<file path="config.mk">
export PLATFORM = sky130hd
export DESIGN_NAME = fpu_cvt_flat
export DESIGN_NICKNAME = d
export VERILOG_FILES = /design/src/rtl/fpu_cvt_if.sv /design/src/rtl/fpu_cvt.sv /design/src/flat_wrapper.sv
export SDC_FILE = /design/constraint.sdc
export NUM_CORES = 1
export LEC_CHECK = 0
export ABC_CLOCK_PERIOD_IN_PS = 6980
export CAP_MARGIN = 15
export CELL_PAD_IN_SITES_DETAIL_PLACEMENT = 1
export CELL_PAD_IN_SITES_GLOBAL_PLACEMENT = 1
export CORE_MARGIN = 2
export CORE_UTILIZATION = 50
export CTS_BUF_LIST = sky130_fd_sc_hd__clkbuf_8
export CTS_CLUSTER_SIZE = 30
export DETAILED_ROUTE_END_ITERATION = 12
export PLACE_DENSITY_LB_ADDON = 0.1
export SLEW_MARGIN = 20
export SYNTH_ARGS = -nofsm -noshare
export SYNTH_HDL_FRONTEND = slang
export SYNTH_SLANG_ARGS = --single-unit
</file>
<file path="constraint.sdc">
create_clock -name clk -period 6.98 [get_ports clk]
set_input_delay 1.047 -clock clk [delete_from_list [all_inputs] [get_ports clk]]
set_output_delay 1.047 -clock clk [all_outputs]
set_load 0.02 [all_outputs]
</file>
<file path="src/rtl/fpu_cvt_if.sv">
// ---------------------------------------------------------------------------
// fpu_cvt_if : request/result bundle of the fpu_cvt integer/float converter.
//
// Handshake (start/done): the master raises start together with instr and
// operand; the converter takes them only while it is idle (busy=0). Exactly
// one done pulse follows each taken request, four cycles later. result, ovf
// and inv are meaningful from that done cycle on and hold until the next done.
// A start seen while busy=1 is dropped without any effect.
//
// Signals:
//   start     master -> slave  request strobe
//   instr     master -> slave  opcode (5'h13 ITOF, 5'h12 FTOI, others invalid)
//   operand   master -> slave  source value, DW bits
//   result    slave -> master  converted value, DW bits
//   busy      slave -> master  converter is in a non-idle state
//   done      slave -> master  one-cycle result-valid pulse
//   ovf       slave -> master  saturation flag
//   inv       slave -> master  illegal-opcode flag
//   dbg_state slave -> master  FSM state (0 IDLE, 1 S1, 2 S2, 3 S3)
// ---------------------------------------------------------------------------
interface fpu_cvt_if #(
   parameter int DW = 16
);
   logic          start;
   logic [4:0]    instr;
   logic [DW-1:0] operand;
   logic [DW-1:0] result;
   logic          busy;
   logic          done;
   logic          ovf;
   logic          inv;
   logic [1:0]    dbg_state;

   modport master (
      output start, instr, operand,
      input  result, busy, done, ovf, inv, dbg_state
   );

   modport slave (
      input  start, instr, operand,
      output result, busy, done, ovf, inv, dbg_state
   );
endinterface

</file>
<file path="src/rtl/fpu_cvt.sv">
// ---------------------------------------------------------------------------
// fpu_cvt : fixed-latency integer <-> float converter (ITOF / FTOI).
//
// Float format: {sign, exp[EW], mant[MW]}, bias 2^(EW-1)-1, implied leading
// one, exp==0 is zero, no inf/NaN/denormals. Integers are IW-bit two's
// complement. Every request goes IDLE -> S1 -> S2 -> S3 -> IDLE and done
// pulses in the cycle after S3, whatever the opcode or value.
//
// Ports:
//   clk    rising-edge clock
//   rst_n  asynchronous active-low reset
//   bus    fpu_cvt_if slave modport (start/instr/operand in,
//          result/busy/done/ovf/inv/dbg_state out)
//
// Optional build macro: FPU_CVT_ROUND_NEAREST_EN
//   defined   -> ITOF rounds to nearest-even (guard + sticky)
//   undefined -> ITOF truncates toward zero
// ---------------------------------------------------------------------------
module fpu_cvt #(
   parameter int EW = 8,
   parameter int MW = 7,
   parameter int IW = 16
) (
   input  logic     clk,
   input  logic     rst_n,
   fpu_cvt_if.slave bus
);
   localparam int FW   = 1 + EW + MW;
   localparam int DW   = (FW > IW) ? FW : IW;
   localparam int BIAS = (1 << (EW - 1)) - 1;
   localparam int EMAX = (1 << EW) - 1;
   localparam int LW   = $clog2(IW);
   localparam logic [4:0] OP_FTOI = 5'h12;
   localparam logic [4:0] OP_ITOF = 5'h13;

   typedef enum logic [1:0] {IDLE = 2'd0, S1 = 2'd1, S2 = 2'd2, S3 = 2'd3} state_t;

   state_t        r_state, w_state_nxt;
   logic          r_itof, r_ftoi;
   logic [DW-1:0] r_opnd;
   logic          r_sign;
   logic [IW-1:0] r_mag;
   logic [EW-1:0] r_exp;
   logic [MW-1:0] r_mant;
   logic          r_sat, r_zero;
   logic [EW-1:0] r_fexp;
   logic [MW-1:0] r_fmant;
   logic [IW-1:0] r_imag;
   logic [DW-1:0] r_result;
   logic          r_done, r_ovf, r_inv;

   // ---------------- FSM ----------------
   always_ff @(posedge clk or negedge rst_n) begin
      if (!rst_n) r_state <= IDLE;
      else        r_state <= w_state_nxt;
   end

   always_comb begin
      w_state_nxt = r_state;
      case (r_state)
         IDLE:    if (bus.start) w_state_nxt = S1;
         S1:      w_state_nxt = S2;
         S2:      w_state_nxt = S3;
         S3:      w_state_nxt = IDLE;
         default: w_state_nxt = IDLE;
      endcase
   end

   // ---------------- ITOF normalise (used in S2) ----------------
   logic [LW-1:0] w_lead;      // bit position of the leading one of r_mag
   logic [LW-1:0] w_shl;
   logic [MW:0]   w_top;       // leading one followed by MW mantissa bits
   logic [MW-1:0] w_mant_i;
   logic [31:0]   w_exp_full;  // unbounded biased exponent, checked against EMAX
   logic          w_isat;
`ifdef FPU_CVT_ROUND_NEAREST_EN
   logic [IW-1:0] w_low;       // bits below the mantissa, guard bit at the top
   logic          w_rnd, w_carry;
`endif

   always_comb begin
      w_lead = '0;
      for (int i = 0; i < IW; i++)
         if (r_mag[i]) w_lead = LW'(i);
      w_shl = LW'(IW - 1) - w_lead;
      // Shift the leading one to the top of an IW+MW+1 field; the top MW+1
      // bits are then the significand whatever the relation of MW and IW.
      w_top      = (MW+1)'(({r_mag, {(MW+1){1'b0}}} << w_shl) >> IW);
      w_exp_full = 32'(BIAS) + 32'(w_lead);
`ifdef FPU_CVT_ROUND_NEAREST_EN
      w_low = IW'({r_mag, {(MW+1){1'b0}}} << w_shl);
      w_rnd = w_low[IW-1] & ((|w_low[IW-2:0]) | w_top[0]);
      {w_carry, w_mant_i} = {1'b0, w_top[MW-1:0]} + {{MW{1'b0}}, w_rnd};
      // A mantissa carry-out leaves the fraction at zero and bumps the exponent.
      w_exp_full = w_exp_full + {31'd0, w_carry};
`else
      w_mant_i = w_top[MW-1:0];
`endif
      w_isat = (w_exp_full > 32'(EMAX));
   end

   // ---------------- FTOI align (used in S2) ----------------
   logic signed [31:0]   w_e;
   logic [IW+MW:0]       w_big;
   logic [IW-1:0]        w_imag;
   logic                 w_fsat;

   always_comb begin
      w_e    = 32'(r_exp) - 32'(BIAS);
      w_big  = {{IW{1'b0}}, 1'b1, r_mant};
      w_imag = '0;
      w_fsat = 1'b0;
      if (r_exp == '0 || w_e < 0) begin
         w_imag = '0;
      end else if (w_e >= IW - 1) begin
         // -2^(IW-1) is representable; everything else this large saturates.
         if (r_sign && w_e == IW - 1 && r_mant == '0) w_imag = {1'b1, {(IW-1){1'b0}}};
         else                                         w_fsat = 1'b1;
      end else if (w_e <= MW) begin
         w_imag = IW'(w_big >> (MW - w_e));
      end else begin
         w_imag = IW'(w_big << (w_e - MW));
      end
   end

   // ---------------- S3 pack / negate ----------------
   logic [DW-1:0] w_result;

   always_comb begin
      w_result = '0;
      if (r_itof) begin
         if (r_zero)     w_result = '0;
         else if (r_sat) w_result = DW'({r_sign, {(EW+MW){1'b1}}});
         else            w_result = DW'({r_sign, r_fexp, r_fmant});
      end else if (r_ftoi) begin
         if (r_sat)      w_result = DW'({r_sign, {(IW-1){~r_sign}}});
         else            w_result = DW'(r_sign ? -r_imag : r_imag);
      end
   end

   // ---------------- datapath registers ----------------
   always_ff @(posedge clk or negedge rst_n) begin
      if (!rst_n) begin
         r_itof   <= 1'b0;
         r_ftoi   <= 1'b0;
         r_opnd   <= '0;
         r_sign   <= 1'b0;
         r_mag    <= '0;
         r_exp    <= '0;
         r_mant   <= '0;
         r_sat    <= 1'b0;
         r_zero   <= 1'b0;
         r_fexp   <= '0;
         r_fmant  <= '0;
         r_imag   <= '0;
         r_result <= '0;
         r_done   <= 1'b0;
         r_ovf    <= 1'b0;
         r_inv    <= 1'b0;
      end else begin
         r_done <= 1'b0;
         case (r_state)
            IDLE: if (bus.start) begin
               r_itof <= (bus.instr == OP_ITOF);
               r_ftoi <= (bus.instr == OP_FTOI);
               r_opnd <= bus.operand;
            end
            S1: begin
               if (r_itof) begin
                  r_sign <= r_opnd[IW-1];
                  r_mag  <= r_opnd[IW-1] ? -r_opnd[IW-1:0] : r_opnd[IW-1:0];
               end else begin
                  r_sign <= r_opnd[FW-1];
                  r_exp  <= r_opnd[FW-2:MW];
                  r_mant <= r_opnd[MW-1:0];
               end
            end
            S2: begin
               r_fexp  <= w_exp_full[EW-1:0];
               r_fmant <= w_mant_i;
               r_zero  <= ~w_top[MW];
               r_imag  <= w_imag;
               r_sat   <= r_itof ? w_isat : w_fsat;
            end
            S3: begin
               r_done   <= 1'b1;
               r_result <= w_result;
               r_inv    <= ~(r_itof | r_ftoi);
               r_ovf    <= (r_itof | r_ftoi) & r_sat;
            end
            default: ;
         endcase
      end
   end

   assign bus.result    = r_result;
   assign bus.busy      = (r_state != IDLE);
   assign bus.done      = r_done;
   assign bus.ovf       = r_ovf;
   assign bus.inv       = r_inv;
   assign bus.dbg_state = r_state;
endmodule

</file>
<file path="src/flat_wrapper.sv">
// flat-port wrapper written by rule: the top's interface ports become plain ports
module fpu_cvt_flat 
#(
   parameter int EW = 8,
   parameter int MW = 7,
   parameter int IW = 16
)
  (clk, rst_n, bus_start, bus_instr, bus_operand, bus_result, bus_busy, bus_done, bus_ovf, bus_inv, bus_dbg_state);
  fpu_cvt_if #(.DW(16)) bus_i ();
  input  logic clk;
  input  logic rst_n;
  input wire logic [$bits(bus_i.start)-1:0] bus_start;
  input wire logic [$bits(bus_i.instr)-1:0] bus_instr;
  input wire logic [$bits(bus_i.operand)-1:0] bus_operand;
  output wire logic [$bits(bus_i.result)-1:0] bus_result;
  output wire logic [$bits(bus_i.busy)-1:0] bus_busy;
  output wire logic [$bits(bus_i.done)-1:0] bus_done;
  output wire logic [$bits(bus_i.ovf)-1:0] bus_ovf;
  output wire logic [$bits(bus_i.inv)-1:0] bus_inv;
  output wire logic [$bits(bus_i.dbg_state)-1:0] bus_dbg_state;
  assign bus_i.start = bus_start;
  assign bus_i.instr = bus_instr;
  assign bus_i.operand = bus_operand;
  assign bus_result = bus_i.result;
  assign bus_busy = bus_i.busy;
  assign bus_done = bus_i.done;
  assign bus_ovf = bus_i.ovf;
  assign bus_inv = bus_i.inv;
  assign bus_dbg_state = bus_i.dbg_state;
  fpu_cvt #(.EW(EW), .MW(MW), .IW(IW)) u_core (.clk(clk), .rst_n(rst_n), .bus(bus_i));
endmodule
</file>
After elaboration in Yosys (flattened, before gate mapping)
Cells that the tools add are included.
{ "word_totals": {"reg_bits": 104, "in_bits": 24, "word_cells": 87} }
{ "classes": {"add_sub_neg": 7, "magnitude_cmp": 4, "n_eq_ne": 7, "n_shift": 3, "mux": 33, "n_bitwise": 6, "reduce_logical": 10} }
{ "ops": {"columns": ["op", "count"], "rows": [
  ["16-bit 2-to-1 mux", 10],
  ["32-bit by 5-bit == test with 1-bit output, second input constant", 1],
  ["32-bit by 5-bit >= comparator with 1-bit output, second input constant", 1],
  ["32-bit by 8-bit greater-than comparator with 1-bit output, second input constant", 1],
  ["32-bit by 4-bit <= comparator with 1-bit output, second input constant", 1],
  ["32-bit by 1-bit less-than comparator with 1-bit output, second input constant", 1],
  ["4-bit 2-to-1 mux", 8],
  ["16-bit negator", 2],
  ["8-bit by 32-bit << shifter with 16-bit output", 1],
  ["8-bit by 32-bit right shift with 16-bit output", 1],
  ["32-bit by 4-bit subtractor with 32-bit output, second input constant", 1],
  ["4-bit by 32-bit subtractor with 32-bit output, first input constant", 1],
  ["24-bit by 4-bit << shifter with 24-bit output", 1],
  ["15-bit 2-to-1 mux", 1],
  ["3-bit 2-to-1 mux", 4],
  ["5-bit == test, second input constant", 2],
  ["8-bit by 7-bit subtractor with 9-bit output, second input constant", 1],
  ["7-bit by 4-bit adder with 8-bit output, first input constant", 1],
  ["8-bit zero test", 1],
  ["2-bit case mux with 4 select lines", 1],
  ["7-bit zero test", 1],
  ["1-bit 2-to-1 mux", 6],
  ["2-bit 2-to-1 mux", 3],
  ["2-bit AND reduction", 3],
  ["11 further kinds", 16]
]} }

Longest topological paths before layout
Gate-level depths: netlist of the first run.
{ "depth": {"depth_word": 18, "depth_mapped": 18, "depth_no_buf": 15} }

Worst setup path before layout of the first run
Ideal clock, no wire load.
{ "synth_timing": {"path_kind": "flip-flop to flip-flop", "from": "reg u_core.r_exp[0]", "to": "reg u_core.r_imag[15]", "setup_time_ps": 94, "arrival_time_ps": 3886, "slack_ps": 3000, "stages_incl_launch_ff": 17, "synth_period_minus_slack_ps": 3980, "cell_sequence": "dfrtp_1 clkbuf_1 inv_1 ha_1 clkbuf_1 nor2b_1 and2_0 buf_2 a21oi_1 nand3_1 ha_1 or4bb_1 nor3_1 o2111ai_1 nor4_1 a211oi_1 a211oi_1"} }
{ "synth_via": {"elab_chain_cells": 7, "elab_cells_between_ends": 17, "classes_between": "add/sub: 3; order compare: 3; eq/ne: 1; shift: 2; mux: 4; reduce/logical: 4"} }
{ "synth_rtl": {"columns": ["item", "line", "text"], "rows": [
  ["start, declared", "fpu_cvt.sv:43", "logic [EW-1:0] r_exp;"],
  ["start signal, assigned", "fpu_cvt.sv:174", "r_exp <= r_opnd[FW-2:MW];"],
  ["branches (longest 6 deep; another with 32-bit by 4-bit subtractor with 32-bit output)", null, null],
  ["16-bit 2-to-1 mux (*)", "fpu_cvt.sv:113", "if (r_exp == '0 || w_e < 0) begin"],
  ["end signal, assigned", "fpu_cvt.sv:182", "r_imag <= w_imag;"],
  ["end, declared", "fpu_cvt.sv:48", "logic [IW-1:0] r_imag;"]
]} }
Every way passes the cells marked *.
A chain may end at the register's enable or synchronous reset.

Worst setup path in the final report of the first run
{ "layout_timing": {"from": "reg u_core.r_exp[0]", "to": "reg u_core.r_imag[4]"} }
{ "layout_via": {"elab_chain_cells": 6, "elab_cells_between_ends": 13, "classes_between": "add/sub: 3; order compare: 3; shift: 2; mux: 3; reduce/logical: 2"} }
{ "layout_rtl": {"columns": ["item", "line", "text"], "rows": [
  ["8-bit by 7-bit subtractor with 9-bit output", "fpu_cvt.sv:109", "w_e = 32'(r_exp) - 32'(BIAS);"],
  ["32-bit by 4-bit subtractor with 32-bit output or 4-bit by 32-bit subtractor with 32-bit output (tied branches)", "fpu_cvt.sv:122, fpu_cvt.sv:120", null],
  ["8-bit by 32-bit << shifter with 16-bit output or 8-bit by 32-bit right shift with 16-bit output (tied branches)", "fpu_cvt.sv:122, fpu_cvt.sv:120", null],
  ["16-bit 2-to-1 mux", "fpu_cvt.sv:119", "end else if (w_e <= MW) begin"],
  ["16-bit 2-to-1 mux", "fpu_cvt.sv:115", "end else if (w_e >= IW - 1) begin"],
  ["16-bit 2-to-1 mux (*)", "fpu_cvt.sv:113", null]
]} }
Every way passes the cells marked *; elsewhere a longest branch is shown, timed or not.

==> summary.txt, run 1 <==
Outcome
  • Status: complete, no violations

Logic synthesis
  • Post-synth EDFFs: 0
  • Post-synth cell types: 73
  • Largest family of logic cells by synthesized area: compound AO/OA/AOI/OAI gates
  • Adder-cell share of the synthesized area: 0.0539
  • Post-synth ARST share: 1.00
  • Post-Synth XOR/XNOR Area: 0.0357
  • Mux cell area share after synthesis: 0.0953
  • Yosys warnings: 0
  • Synth Instances: 827
  • Seq/Total Area, Yosys: 0.360
  • Compound-Gate Fraction of Synth Area: 0.207
  • Post-Syn Area: 7150 um2
  • Simple-Gate Fraction of Synth Area: 0.199
  • Top_reg_cell synth: dfrtp_1
  • Post-synth net total: 881
  • Yosys reg bits: 103
  • Mean post-synth cell area: 8.65 um2

Clocking
  • Setup Fix Bufs, Post-CTS: 0
  • Clk Latency, worst-skew pair: 390 ps
  • Max Root-Sink Buffers: 2
  • CTS Sinks: 103
  • Num CTS Buffers: 9
  • Post_cts resized: 0
  • H-tree levels: 3
  • # hold bufs at CTS: 0
  • Clock slew at reported path FFs: 100 ps
  • Root buf cell: clkbuf_8
  • TritonCTS clock tree: yes

STA
  • Crit share post-route: 0.773
  • Max Fclk: 0.185 GHz
  • Rel. slew slack: 0.286
  • Worst-margin pin slew: 1070 ps
  • Min Tclk post-route: 5390 ps
  • Fin. max-slew vios: 0
  • RSZ-0062 raised after global routing: no
  • Final setup fails: 0
  • Final Hold Fails: 0
  • Setup Skew: 17.9 ps
  • Setup TNS: 0 ps

Finish
  • Synth-to-layout area growth: 9.69%
  • Layout cell share with drive strength beyond 1: 0.0858
  • Design area: 7850 um2
  • Post-layout util: 0.563
  • Layout Cells excl Fill: 1019
  • Most frequent cells in the layout: 103 x dfrtp_1, 102 x nand2_1, 72 x nor2_1
  • Nets: 888
  • Filler cells: 1662
  • Antenna cell count: 0
  • Most common cell after layout, fill and taps aside: dfrtp_1

Power and ir drop
  • Max rail drop VDD: 357 uV
  • Power per Cell Area: 556 nW/um2
  • Static leakage: 3.16 nW

Die
  • CORE AREA: 13900 um2
  • Die Ht: 124 um
  • Die W: 124 um
  • Full die area: 15300 um2
  • Initial Util: 0.513
  • # rows: 43
  • IO Count: 46

Placement
  • GP Congestion: 0.895
  • IO Port Bufs: 45
  • Placed Instances: 1003
  • Dpl hpwl: 16.1 mm
  • Post-DP Area: 7640 um2

Drt
  • Drt pass-1 iters: 4
  • Final ANT Viol Nets: 0
  • Drt via density: 6.30
  • DRC Markers: 0
  • Post-Route WL: 21.2 mm
  • WL/cell: 20.8 um
  • Vias: 6424
  • Iteration-0 DRC Markers: 415

Job
  • Max Cap Viol: 0

Setup path
  • Critical path cell sequence: inv_1, ha_1, nor2b_1, and2_0, a21oi_1, nand3_1, ha_1, nor4_1, nand2_1, nor3_1, o211ai_1, nor4_1, nand4_1, o21ai_0
  • R2R cell count: 14
  • Critical path depth: 14
  • Reg2Reg Capture Point: u_core.r_imag[4]
  • Crit Path Category: reg2reg
  • Crit-path slowest cell: dfrtp_1
  • Crit path launch type: register
  • Reg2Reg Setup Slack: 1590 ps
  • Max FO, Critical Path: 26
  • FF-to-FF Start: u_core.r_exp[0]
  • Slowest stage delay, CP: 850 ps
  • CP arrival: 5670 ps
  • Crit path required time: 7250 ps
  • WP buf/inv: 1
  • Delay-heaviest family, CP: simple AND/OR/NAND/NOR gates
  • Kind of end point of the critical path: register

Worst hold path
  • Hold WC Path Type: reg2reg
  • Min-delay src: u_core.r_fexp[7]
  • Hold path cells: 2
  • Worst hold endpoint: u_core.r_fexp[7]

Global routing
  • GRT overflow: 0
  • Number of global-route vias before repair: 6481
  • GRT Util Overall: 0.295
  • Antenna violations before repair: 0
  • Largest net degree at the start of global routing: 65
  • First-pass GRT wire length: 34.9 mm
worst register-to-register path: stages, from the launching register on:
cell      delay (ps)
dfrtp_1          850
inv_1            310
ha_1             670
nor2b_1          300
and2_0           300
a21oi_1          500
nand3_1          160
ha_1             340
nor4_1           280
nand2_1          100
nor3_1           200
o211ai_1         120
nor4_1           340
nand4_1          440
o21ai_0          370
how the worst max path moves through the flow:
stage	startpoint	endpoint	slack, ps
6_report	u_core.r_exp[0]	u_core.r_imag[4]	1590
5_1_grt	u_core.r_exp[0]	u_core.r_imag[3]	1010
4_1_cts	u_core.r_exp[0]	u_core.r_imag[4]	1750
3_5_place_dp	u_core.r_exp[0]	u_core.r_imag[4]	1790
3_3_place_gp	u_core.r_exp[0]	u_core.r_imag[6]	2130
2_1_floorplan	u_core.r_exp[0]	u_core.r_imag[15]	3000
flip-flops by register name, indices dropped and copies added (netlist names):
register,flops
u_core.bus.result,16
u_core.r_imag,16
u_core.r_mag,16
u_core.r_opnd,16
u_core.r_exp,8
u_core.r_fexp,7
u_core.r_fmant,7
u_core.r_mant,7
u_core.bus.dbg_state,2
u_core.bus.done,1
u_core.bus.inv,1
u_core.bus.ovf,1
u_core.r_ftoi,1
u_core.r_itof,1
u_core.r_sat,1
u_core.r_sign,1
u_core.r_zero,1
per-layer routing:
layer  wire length, um  vias up  GRT usage
met3               858       31     0.0389
met4               431        0     0.0895
met1              9860     3215      0.413
met2             10100      147      0.477
met5                 0        -          0
li1                  -     3031          -
power by group:
part	switching [W]	internal, W
clock	0.000221	0.000178
combinational	0.00166	0.00109
sequential	0.000384	0.000833
total	0.00226	0.00210
metrics by stage:
stage,power [W],setup slack (ps),hold WS (ps)
after global routing,0.00475,1010,517
after floorplan,0.00312,3000,448
after global placement,0.00379,2130,462
final,0.00436,1590,494
after CTS,0.00434,1750,495
after detailed placement,0.00393,1790,478
cell usage after synthesis (all sizes together) (4+ instances only):
library cell	count	area share
o21ai	67	0.047
nand3	27	0.020
a211oi	8	0.010
a21o	4	0.0042
o221ai	6	0.0073
nand2	102	0.054
o31ai	7	0.0073
a31oi	21	0.018
mux2	35	0.055
o211ai	8	0.0084
nor2b	11	0.0096
o22ai	12	0.010
mux2i	22	0.031
ha	30	0.052
dfrtp	103	0.36
nor3	22	0.015
inv	32	0.017
xor2	17	0.021
buf	12	0.0094
a21oi	30	0.021
o2bb2ai	9	0.011
a32oi	5	0.0061
nand2b	7	0.0061
a22oi	8	0.0084
and2	4	0.0035
xnor2	10	0.015
or3	7	0.0061
nor4	17	0.016
clkbuf	43	0.023
nor2	72	0.038
or4	7	0.0079
a221oi	5	0.0061
layout make-up:
type	count	area, um2	area share
clock buffer	10	138	0.0175
multi-input combinational	637	4230	0.539
sequential	103	2580	0.329
clock inverter	6	66.3	0.00845
timing repair buffer	51	493	0.0628
tap	180	225	0.0287
inverter	32	120	0.0153
cells by family (layout without fill, tap and decap cells):
group	after synthesis	after routing
xor gates and xnor gates	27	27
DFF	103	103
and+or+nand+nor	298	298
buffers and inverters	87	99
muxes	60	60
AOI/OAI and AO/OA	221	221
adders and majority gates	31	31
Power figures use the tool's default switching activity.
==> inputs of run 2 (changes only) <==
Settings changed: ABC_CLOCK_PERIOD_IN_PS 6980 to 5600, CORE_UTILIZATION 50 to 47.
Clock period 6.98 ns to 5.6 ns, I/O delays scaled along.
==> summary.txt, run 2 (synthesized netlist as in run 1, its figures left out) <==
Setup path
  • WP buf/inv: 1
  • Crit Path Category: reg2reg
  • Reg2Reg Capture Point: u_core.r_imag[6]
  • Delay-heaviest family, CP: simple AND/OR/NAND/NOR gates
  • CP dominant cell by count: ha_1
  • Crit path launch type: register
  • CP Launch Point: u_core.r_exp[1]
  • Crit-path slowest cell: ha_1
  • FF-to-FF Start: u_core.r_exp[1]
  • Critical path depth: 15
  • Crit path required time: 5900 ps
  • Max FO, Critical Path: 13
  • Worst setup path end: u_core.r_imag[6]
  • CP arrival: 5050 ps
  • Critical path cell sequence: ha_1, nand3_1, xor2_1, ha_1, inv_1, a21oi_1, nand3_1, ha_1, nor4_1, nand2_1, nor3_1, o211ai_1, nor4_1, nand4_1, o211ai_1
  • Reg2Reg Setup Slack: 850 ps
  • Slowest stage delay, CP: 490 ps
  • Kind of end point of the critical path: register
  • R2R cell count: 15

STA
  • Setup TNS: 0 ps
  • RSZ-0062 raised after global routing: no
  • Min Tclk post-route: 4750 ps
  • Final setup fails: 0
  • Setup Skew: 11.4 ps
  • Hold slack: 430 ps
  • Worst-margin pin slew: 1090 ps
  • Final Hold Fails: 0
  • Crit share post-route: 0.849
  • Max Fclk: 0.210 GHz
  • Rel. slew slack: 0.276
  • Fin. max-slew vios: 0

Clocking
  • Max Root-Sink Buffers: 2
  • Num CTS Buffers: 9
  • # hold bufs at CTS: 0
  • Clk Latency, worst-skew pair: 390 ps
  • H-tree levels: 3
  • Setup Fix Bufs, Post-CTS: 0
  • Post_cts resized: 0
  • Root buf cell: clkbuf_8
  • Clock slew at reported path FFs: 100 ps
  • TritonCTS clock tree: yes
  • CTS Sinks: 103

Power and ir drop
  • Max rail drop VDD: 366 uV
  • Power Total: 0.00540 W
  • Static leakage: 3.16 nW
  • Power per Cell Area: 687 nW/um2

Drt
  • Drt pass-1 iters: 5
  • Iteration-0 DRC Markers: 410
  • Drt via density: 6.24
  • WL/cell: 20.2 um
  • Post-Route WL: 20.8 mm
  • DRC Markers: 0
  • Vias: 6427
  • Final ANT Viol Nets: 0

Die
  • Initial Util: 0.476
  • CORE AREA: 15000 um2
  • Full die area: 16200 um2
  • Die Ht: 127 um
  • Die W: 127 um
  • # rows: 45
  • IO Count: 46

Worst hold path
  • Hold WC Path Type: in2async

Job
  • Max Cap Viol: 0

Outcome
  • Status: complete, no violations

Finish
  • Register area: 2580 um2
  • Filler cells: 1766
  • Most frequent cells in the layout: 103 x dfrtp_1, 102 x nand2_1, 72 x nor2_1
  • Layout Cells excl Fill: 1030
  • Nets: 891
  • Area occupied by multi-input gates: 4230 um2
  • Most common cell after layout, fill and taps aside: dfrtp_1
  • Synth-to-layout area growth: 9.83%
  • Antenna cell count: 0
  • Layout cell share with drive strength beyond 1: 0.0903

Global routing
  • First-pass GRT wire length: 34.2 mm
  • Antenna violations before repair: 0
  • GRT Util Overall: 0.265
  • Number of global-route vias before repair: 6363
  • GRT overflow: 0
  • Largest net degree at the start of global routing: 62

Placement
  • GP Congestion: 0.903
  • Placed Instances: 1014
  • Dpl hpwl: 15.7 mm
  • IO Port Bufs: 45
run 2: changes by cell type in the layout (fill, tap and decap cells not counted), sizes merged:
| cell | previous run | this run |
|---|---|---|
| clkinvlp | 1 | 2 |
| clkinv | 1 | 3 |
| buf | 7 | 10 |
| inv | 35 | 34 |
| clkbuf | 10 | 9 |
| bufinv | 1 | 0 |
run 2: how the worst min path moves through the flow:
stage	startpoint	end	slack (ps)	cells past startpoint
floorplan	u_core.r_fexp[1]	u_core.r_fexp[1]	450	2
global placement	u_core.r_fexp[7]	u_core.r_fexp[7]	460	2
detailed placement	u_core.r_fexp[7]	u_core.r_fexp[7]	470	2
CTS	rst_n	u_core.bus.result[5]	430	1
global route	rst_n	u_core.r_sat	450	1
finish	rst_n	u_core.r_sat	430	1
run 2: final cells by class:
class                           instances  area share
Sequential cell                       103       0.328
Tap cell                              188      0.0299
Clock inverter                          7     0.00733
Inverter                               32      0.0153
Timing Repair Buffer                   54      0.0656
Clock buffer                            9      0.0158
Multi-Input combinational cell        637       0.538
run 2: power by group:
group	internal (W)	switching, W	total [W]
combinational	0.00137	0.00209	0.00346
clock	0.000167	0.000278	0.000445
sequential	0.00104	0.000452	0.00149
run 2: metrics by stage:
stage                     utilization  worst slack, ps  instance area [um2]
final                           0.523              846                 7860
after global routing            0.523              403                 7860
after CTS                       0.523              863                 7860
after detailed placement        0.510              909                 7670
after global placement          0.510             1390                 7670
after floorplan                     -             1620                 7150
run 2: worst register-to-register path, stage by stage, from the launching register on:
cell	delay, ps
dfrtp_1	440
ha_1	490
nand3_1	150
xor2_1	460
ha_1	280
inv_1	60
a21oi_1	460
nand3_1	170
ha_1	330
nor4_1	310
nand2_1	90
nor3_1	190
o211ai_1	130
nor4_1	350
nand4_1	410
o211ai_1	340
run 2: routing by layer:
layer  vias up  track usage  wire (um)
met3        23       0.0410        853
li1       3039            -          -
met1      3223        0.380       9950
met5         -            0          0
met2       142        0.422       9570
met4         0       0.0705        390
